$ cat src/rtl/rect_collider.sv
// Frame-synchronous player/obstacle collision checker: one obstacle per cycle through an index port.
// Optional saturating hit counter on o_hit_cnt when RECT_COLLIDER_HITCNT_EN is defined.
module rect_collider #(
    parameter int N_OBS    = 4,
    parameter int D_WIDTH  = 640,
    parameter int D_HEIGHT = 480
) (
    input  logic        i_clk,
    input  logic        i_rst_n,
    input  logic        i_frame,
    input  logic        i_clear,
    input  logic [11:0] i_ply_x1,
    input  logic [11:0] i_ply_x2,
    input  logic [11:0] i_ply_y1,
    input  logic [11:0] i_ply_y2,
    output logic [3:0]  o_obs_idx,
    input  logic [11:0] i_obs_x1,
    input  logic [11:0] i_obs_x2,
    input  logic [11:0] i_obs_y1,
    input  logic [11:0] i_obs_y2,
    output logic        o_busy,
    output logic        o_done,
    output logic        o_hit,
    output logic        o_bound,
    output logic        o_hit_sticky,
    output logic        o_overrun
`ifdef RECT_COLLIDER_HITCNT_EN
    ,
    output logic [7:0]  o_hit_cnt
`endif
);

    if (N_OBS < 1 || N_OBS > 15) begin : g_bad_nobs
        $error("rect_collider: N_OBS must be 1..15");
    end
    if (D_WIDTH < 1 || D_WIDTH > 4096 || D_HEIGHT < 1 || D_HEIGHT > 4096) begin : g_bad_disp
        $error("rect_collider: display size out of 12-bit range");
    end

    localparam logic [3:0]  LAST_CYC = 4'(N_OBS);
    localparam logic [3:0]  LAST_IDX = 4'(N_OBS - 1);
    localparam logic [11:0] Y_LIMIT  = 12'(D_HEIGHT - 1);

    typedef enum logic [1:0] {IDLE, SCAN, REPORT} state_t;

    state_t      state, state_nx;
    logic [3:0]  cyc;
    logic [11:0] px1, px2, py1, py2;
    logic        acc;
    logic        obs_hit, bound_now, last_cyc, hit_final, set_sticky;

    always_ff @(posedge i_clk) begin
        if (!i_rst_n) state <= IDLE;
        else          state <= state_nx;
    end

    always_comb begin
        state_nx = state;
        case (state)
            IDLE:    if (i_frame) state_nx = SCAN;
            SCAN:    if (last_cyc) state_nx = REPORT;
            REPORT:  state_nx = IDLE;
            default: state_nx = IDLE;
        endcase
    end

    // Wrapped edges (x1>x2 or y1>y2) describe an off-screen obstacle; never counts as a hit.
    always_comb begin
        obs_hit = (i_obs_x1 <= i_obs_x2) && (i_obs_y1 <= i_obs_y2) &&
                  (px1 <= i_obs_x2) && (i_obs_x1 <= px2) &&
                  (py1 <= i_obs_y2) && (i_obs_y1 <= py2);
    end

    assign bound_now  = py1[11] || (py2 > Y_LIMIT);
    assign last_cyc   = (state == SCAN) && (cyc == LAST_CYC);
    // Cycle 0 of the scan has no valid obstacle data yet; the mux output lags the index by one.
    assign hit_final  = acc || ((cyc != 4'd0) && obs_hit);
    assign set_sticky = last_cyc && (hit_final || bound_now);
    assign o_busy     = (state == SCAN);

    always_ff @(posedge i_clk) begin
        if (!i_rst_n) begin
            cyc       <= '0;
            px1       <= '0;
            px2       <= '0;
            py1       <= '0;
            py2       <= '0;
            acc       <= 1'b0;
            o_obs_idx <= '0;
            o_done    <= 1'b0;
            o_hit     <= 1'b0;
            o_bound   <= 1'b0;
        end else begin
            o_done <= 1'b0;
            case (state)
                IDLE: begin
                    if (i_frame) begin
                        px1       <= i_ply_x1;
                        px2       <= i_ply_x2;
                        py1       <= i_ply_y1;
                        py2       <= i_ply_y2;
                        cyc       <= '0;
                        acc       <= 1'b0;
                        o_obs_idx <= '0;
                    end
                end
                SCAN: begin
                    cyc <= cyc + 4'd1;
                    acc <= hit_final;
                    if (cyc < LAST_IDX) o_obs_idx <= o_obs_idx + 4'd1;
                    if (last_cyc) begin
                        o_done    <= 1'b1;
                        o_hit     <= hit_final;
                        o_bound   <= bound_now;
                        o_obs_idx <= '0;
                    end
                end
                default: ;
            endcase
        end
    end

    always_ff @(posedge i_clk) begin
        if (!i_rst_n) begin
            o_hit_sticky <= 1'b0;
            o_overrun    <= 1'b0;
        end else begin
            if (set_sticky)   o_hit_sticky <= 1'b1;
            else if (i_clear) o_hit_sticky <= 1'b0;

            if (i_frame && state != IDLE) o_overrun <= 1'b1;
            else if (i_clear)             o_overrun <= 1'b0;
        end
    end

`ifdef RECT_COLLIDER_HITCNT_EN
    always_ff @(posedge i_clk) begin
        if (!i_rst_n || i_clear)                                 o_hit_cnt <= '0;
        else if (state == REPORT && o_hit && o_hit_cnt != 8'hFF) o_hit_cnt <= o_hit_cnt + 8'd1;
    end
`endif

endmodule

$ cat config.mk
export PLATFORM = sky130hd
export DESIGN_NAME = rect_collider
export DESIGN_NICKNAME = d
export VERILOG_FILES = /design/src/rtl/rect_collider.sv
export SDC_FILE = /design/constraint.sdc
export NUM_CORES = 1
export LEC_CHECK = 0
export ABC_AREA = 0
export CORE_ASPECT_RATIO = 1.2
export CORE_MARGIN = 2
export CORE_UTILIZATION = 40
export DETAILED_ROUTE_END_ITERATION = 7
export PLACE_DENSITY_LB_ADDON = 0.25
export SLEW_MARGIN = 30
export SYNTH_ARGS = -nofsm -noshare
export SYNTH_HDL_FRONTEND = slang
export SYNTH_SLANG_ARGS = --single-unit
$ cat constraint.sdc
create_clock -name i_clk -period 2.4 [get_ports i_clk]
set_input_delay 0.48 -clock i_clk [delete_from_list [all_inputs] [get_ports i_clk]]
set_output_delay 0.48 -clock i_clk [all_outputs]
set_load 0.02 [all_outputs]
==> insert_results.sql, run 1 <==
INSERT INTO impl_metrics (metric_group, metric, value, unit) VALUES
('outcome', 'outcome', 'complete, no violations', ''),
('cts', 'cts_hold_buffers', '0', ''),
('cts', 'cts.sink_count', '64', ''),
('final_layout', 'post_route_cells_drive_above_1_share', '11.23', '%'),
('cts', 'clk_transition_reported_paths', '0.05', 'ns'),
('routing', 'detail_route.first_pass.iterations', '4', ''),
('worst_setup_path', 'crit_path_cell_trace', 'clkdlybuf4s50_1 > ha_1 > a21o_1 > nand3_1 > a21oi_1 > a2111oi_1 > o22a_1 > nand4b_1 > a31oi_1', ''),
('yosys', 'synth_top_area_cell', 'dfxtp_1', ''),
('die', 'floorplan.die.height', '116.7', 'um'),
('yosys', 'ys_seq_area_share', '30.26', '%'),
('yosys', 'mean_instance_size_in_the_synthesized_netlist', '8.221', 'sq um'),
('yosys', 'synth_ff_type', 'dfxtp_1', ''),
('yosys', 'synth-async-reset-ratio', '0', '%'),
('die', 'core_region_area', '0.01041', 'sq mm'),
('worst_setup_path', 'critPathCaptureType', 'flop', ''),
('pwr', 'report.power.total', '3.299', 'mW'),
('yosys', 'ys.warnings.count', '0', ''),
('sta', 'setup-violations-final', '0', ''),
('placement', 'dpl-instance-area', '0.005741', 'sq mm'),
('sta', 'timing.clock.skew', '0.005184', 'ns'),
('yosys', 'syn_area', '0.004234', 'sq mm'),
('global_routing', 'grt_overflow', '0', ''),
('final_layout', 'antenna_diode_count', '0', ''),
('placement', 'dp_hpwl', '9018', 'um'),
('yosys', 'synth_top_cells_by_area', 'dfxtp_1 (30%), ha_1 (22%), nand2_1 (9.6%), a21boi_1 (9.0%), inv_1 (4.6%)', ''),
('global_routing', 'grt_start_max_net_pins', '49', ''),
('worst_setup_path', 'cp_top_family', 'compound AO/OA/AOI/OAI gates', ''),
('yosys', 'postSynthCellCount', '515', ''),
('yosys', 'top_cell_type_s_share_of_synthesized_area', '30.26', '%'),
('pwr', 'vdd_ir_drop_max', '0.3216', 'mV'),
('global_routing', 'grt_pass1_wl', '18330', 'um'),
('final_layout', 'mostFrequentLayoutCell', 'nand2_1', ''),
('sta', 'final_hold_viol_count', '0', ''),
('sta', 'worst_slew_pin_slew', '0.5130', 'ns'),
('die', 'boundaryPins', '110', ''),
('routing', 'finalWirelength', '11600', 'um'),
('sta', 'setup_tns', '0', 'ns'),
('die', 'floorplan.die_area', '0.01143', 'sq mm'),
('routing', 'avgRoutedWirePerCell', '14.55', 'um'),
('routing', 'initialDrtViolationCount', '146', ''),
('worst_setup_path', 'critical_path_required', '2.65', 'ns'),
('worst_setup_path', 'critical_path_class', 'in -> reg', ''),
('placement', 'placedCellCount', '781', ''),
('worst_setup_path', 'timing.critical_path.arrival', '2.64', 'ns'),
('flow_run', 'max_cap_violations', '0', ''),
('final_layout', 'final_cell_mix', 'nand2_1 (108), clkdlybuf4s50_1 (106), ha_1 (74)', ''),
('pwr', 'leakagePower', '2.689', 'nW'),
('yosys', 'synth-edff-count', '0', ''),
('sta', 'worst_hold_slack', '0.4505', 'ns'),
('sta', 'final-max-slew-violation-count', '0', ''),
('routing', 'detail_route.drc_violations', '0', ''),
('global_routing', 'number_of_global_route_vias_before_repair', '4000', ''),
('yosys', 'yosys.cell_types.count', '46', ''),
('worst_setup_path', 'worst-path-max-fanout', '3', ''),
('sta', 'maxSlewHeadroom', '65.80', '%'),
('sta', 'fin_crit_sh', '99.65', '%'),
('yosys', 'postSynthRegisterBits', '64', ''),
('global_routing', 'track_usage', '20.24', '%'),
('final_layout', 'utilization', '58.70', '%'),
('placement', 'port-buffer-count', '109', ''),
('yosys', 'postSynthNetCount', '690', ''),
('cts', 'cts_root_buffer', 'clkbuf_16', ''),
('placement', 'pre_cts_slack', '-0.4286', 'ns'),
('final_layout', 'finalInstanceArea', '0.006113', 'sq mm'),
('final_layout', 'syn_to_final_growth', '44.39', '%'),
('cts', 'numCtsBuffers', '9', ''),
('final_layout', 'stdcell_count', '797', ''),
('final_layout', 'number_of_nets_in_the_final_layout', '838', ''),
('worst_setup_path', 'timing.critical_path.buf_inv', '1', ''),
('worst_setup_path', 'worst_path_largest_cell_delay', '0.44', 'ns'),
('cts', 'worst_skew_pair.late_latency', '0.33', 'ns');
==> flip-flops by register name, summed over array words and instances (netlist names) <==
| signal | flops |
|---|---|
| o_bound | 1 |
| o_hit_sticky | 1 |
| o_hit | 1 |
| acc | 1 |
| state | 2 |
| px2 | 12 |
| cyc | 4 |
| py1 | 12 |
| px1 | 12 |
| o_done | 1 |
| o_obs_idx | 4 |
| o_overrun | 1 |
| py2 | 12 |
==> cells in the mapped netlist, drive strengths merged, types with 2 or more instances <==
master,instances
nand2,108
ha,75
dfxtp,64
inv,52
a21boi,51
a21oi,25
nand4,20
clkbuf,13
nor2b,12
o21ai,12
nand3,10
a21o,8
nor2,8
nor3,8
buf,5
a211oi,4
and2,4
o21a,4
a2111oi,3
nor3b,3
o211ai,3
a31oi,2
and3,2
mux2i,2
nand2b,2
nor4,2
==> power by group <==
group	switching, mW	internal [mW]
clock network	0.478	0.935
registers	0.0385	1.12
logic	0.328	0.399
==> layout make-up <==
| cell class | instances | area, sq um |
|---|---|---|
| Clock buffer | 11 | 242.7 |
| Fill cell | 962 | 4300 |
| Tap cell | 129 | 161.4 |
| Clock inverter | 5 | 80.08 |
| Sequential cell | 64 | 1281 |
| Inverter | 52 | 195.2 |
| Multi-Input combinational cell | 380 | 2701 |
| Timing Repair Buffer | 156 | 1451 |
==> logic make-up (layout without fill, tap and decap cells) <==
kind of cell / count (synthesis) / in the layout / share of synthesized area (%)
AND/OR/NAND/NOR: 182 / 182 / 20.63
buffers and inverters: 71 / 224 / 6.945
flip-flops: 64 / 64 / 30.26
multiplexers: 2 / 2 / 0.4728
adder cells (fa/ha/maj): 75 / 75 / 22.16
AO/OA/AOI/OAI: 119 / 119 / 19.12
XOR/XNOR: 2 / 2 / 0.4138
==> layer usage <==
metal | vias up | GRT usage (%) | share of wire (%)
met4 | 0 | 7.130 | 1.5
met1 | 1862 | 22.36 | 42
met5 | - | 0 | 0
met2 | 95 | 38.86 | 52
li1 | 2079 | - | -
met3 | 17 | 3.710 | 4.2
==> worst paths after layout <==
path | startpoint | to | slack (ns) | depth (start not counted)
setup / recovery | i_obs_x1[5] | o_hit | 0.008 | 9
hold / removal | px2[8] | px2[8] | 0.45 | 2
setup reg to reg | px2[1] | o_hit | 0.18 | 9
hold reg to reg | px2[8] | px2[8] | 0.45 | 2
==> worst min-delay path: stages, from the launching register on <==
cell and delay (ns):
dfxtp_1 0.30, nand2_1 0.05, a21boi_1 0.05
==> timing repair <==
action                                  in CTS  in global routing
cloned                                       0                  0
resized for setup                            2                 12
endpoints found under the setup margin       3                  3
pin swaps                                    2                 12
Power figures use the tool's default switching activity.
==> inputs of run 2 (changes only) <==
--- a/config.mk
+++ b/config.mk
@@ -11,6 +11,7 @@
 export CORE_UTILIZATION = 40
 export DETAILED_ROUTE_END_ITERATION = 7
 export PLACE_DENSITY_LB_ADDON = 0.25
+export RECOVER_POWER = 100
 export SLEW_MARGIN = 30
 export SYNTH_ARGS = -nofsm -noshare
 export SYNTH_HDL_FRONTEND = slang
==> insert_results.sql, run 2 (synthesis results as in run 1) <==
INSERT INTO impl_metrics (metric_group, metric, value, unit) VALUES
('global_routing', 'grt_overflow', '0', ''),
('hold_path', 'timing.hold.worst.start', 'px2[8]', ''),
('cts', 'cts.sink_count', '64', ''),
('final_layout', 'post_route_cells_drive_above_1_share', '10.48', '%'),
('global_routing', 'number_of_global_route_vias_before_repair', '4000', ''),
('hold_path', 'worstHoldPathType', 'reg -> reg', ''),
('outcome', 'violations_in_the_final_reports', 'setup timing', ''),
('cts', 'cts_tree', 'built', ''),
('die', 'number_of_cell_rows', '41', ''),
('die', 'floorplan.die_area', '0.01143', 'sq mm'),
('sta', 'final-max-slew-violation-count', '0', ''),
('pwr', 'switching_share', '25.45', '%'),
('final_layout', 'layout.filler_cells', '964', ''),
('worst_setup_path', 'worst_setup_path_start_kind', 'input port', ''),
('final_layout', 'mostFrequentLayoutCell', 'nand2_1', ''),
('global_routing', 'grt_pass1_wl', '18330', 'um'),
('global_routing', 'grt_start_max_net_pins', '49', ''),
('pwr', 'net-switching-power', '834.3', 'uW'),
('sta', 'worst_setup_slack_final', '-0.004226', 'ns'),
('final_layout', 'syn_to_final_growth', '43.35', '%'),
('die', 'floorplan.die.height', '116.7', 'um'),
('placement', 'pre_cts_slack', '-0.4286', 'ns'),
('sta', 'timing.clock.skew', '0.004477', 'ns'),
('routing', 'routed_via_density', '5.043', ''),
('worst_setup_path', 'cp_top_family', 'compound AO/OA/AOI/OAI gates', ''),
('sta', 'setup_tns', '-0.004226', 'ns'),
('sta', 'fin_crit_sh', '100.2', '%'),
('worst_setup_path', 'cp_slowest_cell', 'clkdlybuf4s50_1', ''),
('sta', 'worst_slew_pin_slew', '1.015', 'ns'),
('pwr', 'leakagePower', '2.674', 'nW'),
('sta', 'final_hold_viol_count', '0', ''),
('cts', 'numCtsBuffers', '9', ''),
('placement', 'placedCellCount', '781', ''),
('pwr', 'comb_power_share', '21.7', '%'),
('die', 'chipWidth', '97.92', 'um'),
('routing', 'avgRoutedWirePerCell', '14.51', 'um'),
('final_layout', 'stdcell_count', '797', ''),
('worst_setup_path', 'critical_path_class', 'in -> reg', ''),
('sta', 'max_freq', '0.4159', 'GHz'),
('pwr', 'clockPowerShare', '42.9', '%'),
('global_routing', 'antenna_found_initial', '0', ''),
('sta', 'fin_crit', '2.404', 'ns'),
('final_layout', 'antenna_diode_count', '0', ''),
('sta', 'setup-violations-final', '1', ''),
('worst_setup_path', 'worst_path_largest_cell_delay', '0.44', 'ns'),
('pwr', 'vdd_ir_drop_max', '0.3178', 'mV'),
('final_layout', 'number_of_nets_in_the_final_layout', '838', ''),
('worst_setup_path', 'crit_path_cell_trace', 'clkdlybuf4s50_1 > ha_1 > a21o_1 > nand3_1 > a21oi_1 > a2111oi_1 > o22a_1 > nand4b_1 > a31oi_1', ''),
('pwr', 'p_seq_share', '35.4', '%'),
('worst_setup_path', 'reg2reg_slack', '0.16', 'ns'),
('outcome', 'outcome', 'complete, but fails checks', ''),
('worst_setup_path', 'timing.critical_path.buf_inv', '1', ''),
('die', 'initial_core_util', '40.66', '%'),
('cts', 'worst_skew_pair.late_latency', '0.33', 'ns'),
('worst_setup_path', 'critPathCaptureType', 'flop', ''),
('worst_setup_path', 'rr_startpoint', 'px2[1]', ''),
('worst_setup_path', 'worstRegToRegCells', '9', ''),
('worst_setup_path', 'critical_path_required', '2.65', 'ns'),
('pwr', 'power_density', '540.1', 'mW/mm^2'),
('cts', 'cts_htree_levels', '3', ''),
('routing', 'detail_route.drc_violations', '0', ''),
('worst_setup_path', 'rr_endpoint', 'o_hit', ''),
('routing', 'detail_route.first_pass.iterations', '6', ''),
('routing', 'vias', '4019', ''),
('flow_run', 'max_cap_violations', '0', ''),
('hold_path', 'hold-path-endpoint', 'px2[8]', ''),
('routing', 'ant_nets', '0', ''),
('routing', 'initialDrtViolationCount', '144', ''),
('final_layout', 'final_cell_mix', 'nand2_1 (108), clkdlybuf4s50_1 (94), ha_1 (74)', ''),
('placement', 'port-buffer-count', '109', ''),
('placement', 'dp_hpwl', '9018', 'um'),
('sta', 'maxSlewHeadroom', '32.31', '%'),
('cts', 'cts_hold_buffers', '0', ''),
('cts', 'clk_transition_reported_paths', '0.05', 'ns'),
('worst_setup_path', 'worst-path-max-fanout', '3', ''),
('global_routing', 'track_usage', '20.24', '%'),
('cts', 'cts_root_buffer', 'clkbuf_16', ''),
('die', 'boundaryPins', '110', ''),
('die', 'core_region_area', '0.01041', 'sq mm'),
('hold_path', 'cells_on_worst_hold_path', '2', ''),
('routing', 'finalWirelength', '11570', 'um'),
('pwr', 'power_report.internal_total', '2.444', 'mW'),
('placement', 'finalWeightedCongestion', '0.8415', ''),
('worst_setup_path', 'timing.critical_path.arrival', '2.65', 'ns'),
('cts', 'clockBufferDepth', '2', '');
run 2: changes by cell type in the layout (fill, tap and decap cells not counted), moves of 2 or more:
cell	previous run	this run
a21boi_0	0	48
a21boi_1	51	3
buf_4	47	43
clkbuf_1	1	3
clkbuf_2	0	2
clkdlybuf4s50_1	106	94
dlygate4sd3_1	0	12
run 2: power by group through the flow:
stage / Clock [mW] / Sequential (mW) / Combinational, mW
6_report: 1.41 / 1.16 / 0.711
5_1_grt: 1.49 / 1.17 / 0.796
3_5_place_dp: 0 / 1.18 / 0.711
4_1_cts: 1.44 / 1.16 / 0.721
2_1_floorplan: 0 / 1.17 / 0.366
3_3_place_gp: 0 / 1.18 / 0.685
run 2: stage by stage:
| stage | hold WS [ns] | power [mW] | utilization (%) | instance area [sq um] |
|---|---|---|---|---|
| global route | 0.4820 | 3.454 | 58.28 | 6070 |
| finish | 0.4619 | 3.278 | 58.28 | 6070 |
| detailed placement | 0.4453 | 1.892 | 55.12 | 5741 |
| CTS | 0.4530 | 3.321 | 58.25 | 6066 |
| floorplan | 0.4351 | 1.539 | - | 4234 |
| global placement | 0.4426 | 1.864 | 55.12 | 5741 |
run 2: final cells by class:
type / count / area, sq um / share of cell area (%)
Multi-Input combinational cell: 380 / 2670 / 43.99
Timing Repair Buffer: 156 / 1439 / 23.71
Sequential cell: 64 / 1281 / 21.11
Clock buffer: 11 / 242.7 / 3.999
Inverter: 52 / 195.2 / 3.216
Tap cell: 129 / 161.4 / 2.659
Clock inverter: 5 / 80.08 / 1.319
run 2: worst max-delay path by stage:
stage	startpoint	end	slack [ns]	depth (start not counted)
2_1_floorplan	i_obs_y2[1]	o_hit	0.33	9
3_3_place_gp	i_obs_y2[1]	o_hit	-0.28	10
3_5_place_dp	i_obs_x1[1]	o_hit	-0.43	9
4_1_cts	i_obs_y2[1]	o_hit	0.02	10
5_1_grt	i_obs_x1[5]	o_hit	-0.03	9
6_report	i_obs_x1[5]	o_hit	-0.004	9
run 2: repair_timing:
item	4_1_cts	5_1_grt
gates resized for setup	2	12
gates cloned	0	0
setup endpoints to repair	3	3
pin swaps	2	12
endpoints found under the hold margin	0	0
setup buffers	0	0
run 2: layer usage:
metal	vias to the layer above	GRT usage, %	routed length (um)
met4	0	7.130	155
li1	2078	-	-
met1	1836	22.36	4921
met3	14	3.710	473
met5	-	0	0
met2	91	38.86	6014
run 2: worst reg2reg max path, cell delays in order (launching register included):
cell and delay (ns):
dfxtp_1 0.33, inv_1 0.06, ha_1 0.31, nor2b_1 0.15, o211ai_1 0.18, a211oi_1 0.10
a2111oi_1 0.40, o22a_1 0.25, nand4b_1 0.18, a31oi_1 0.20
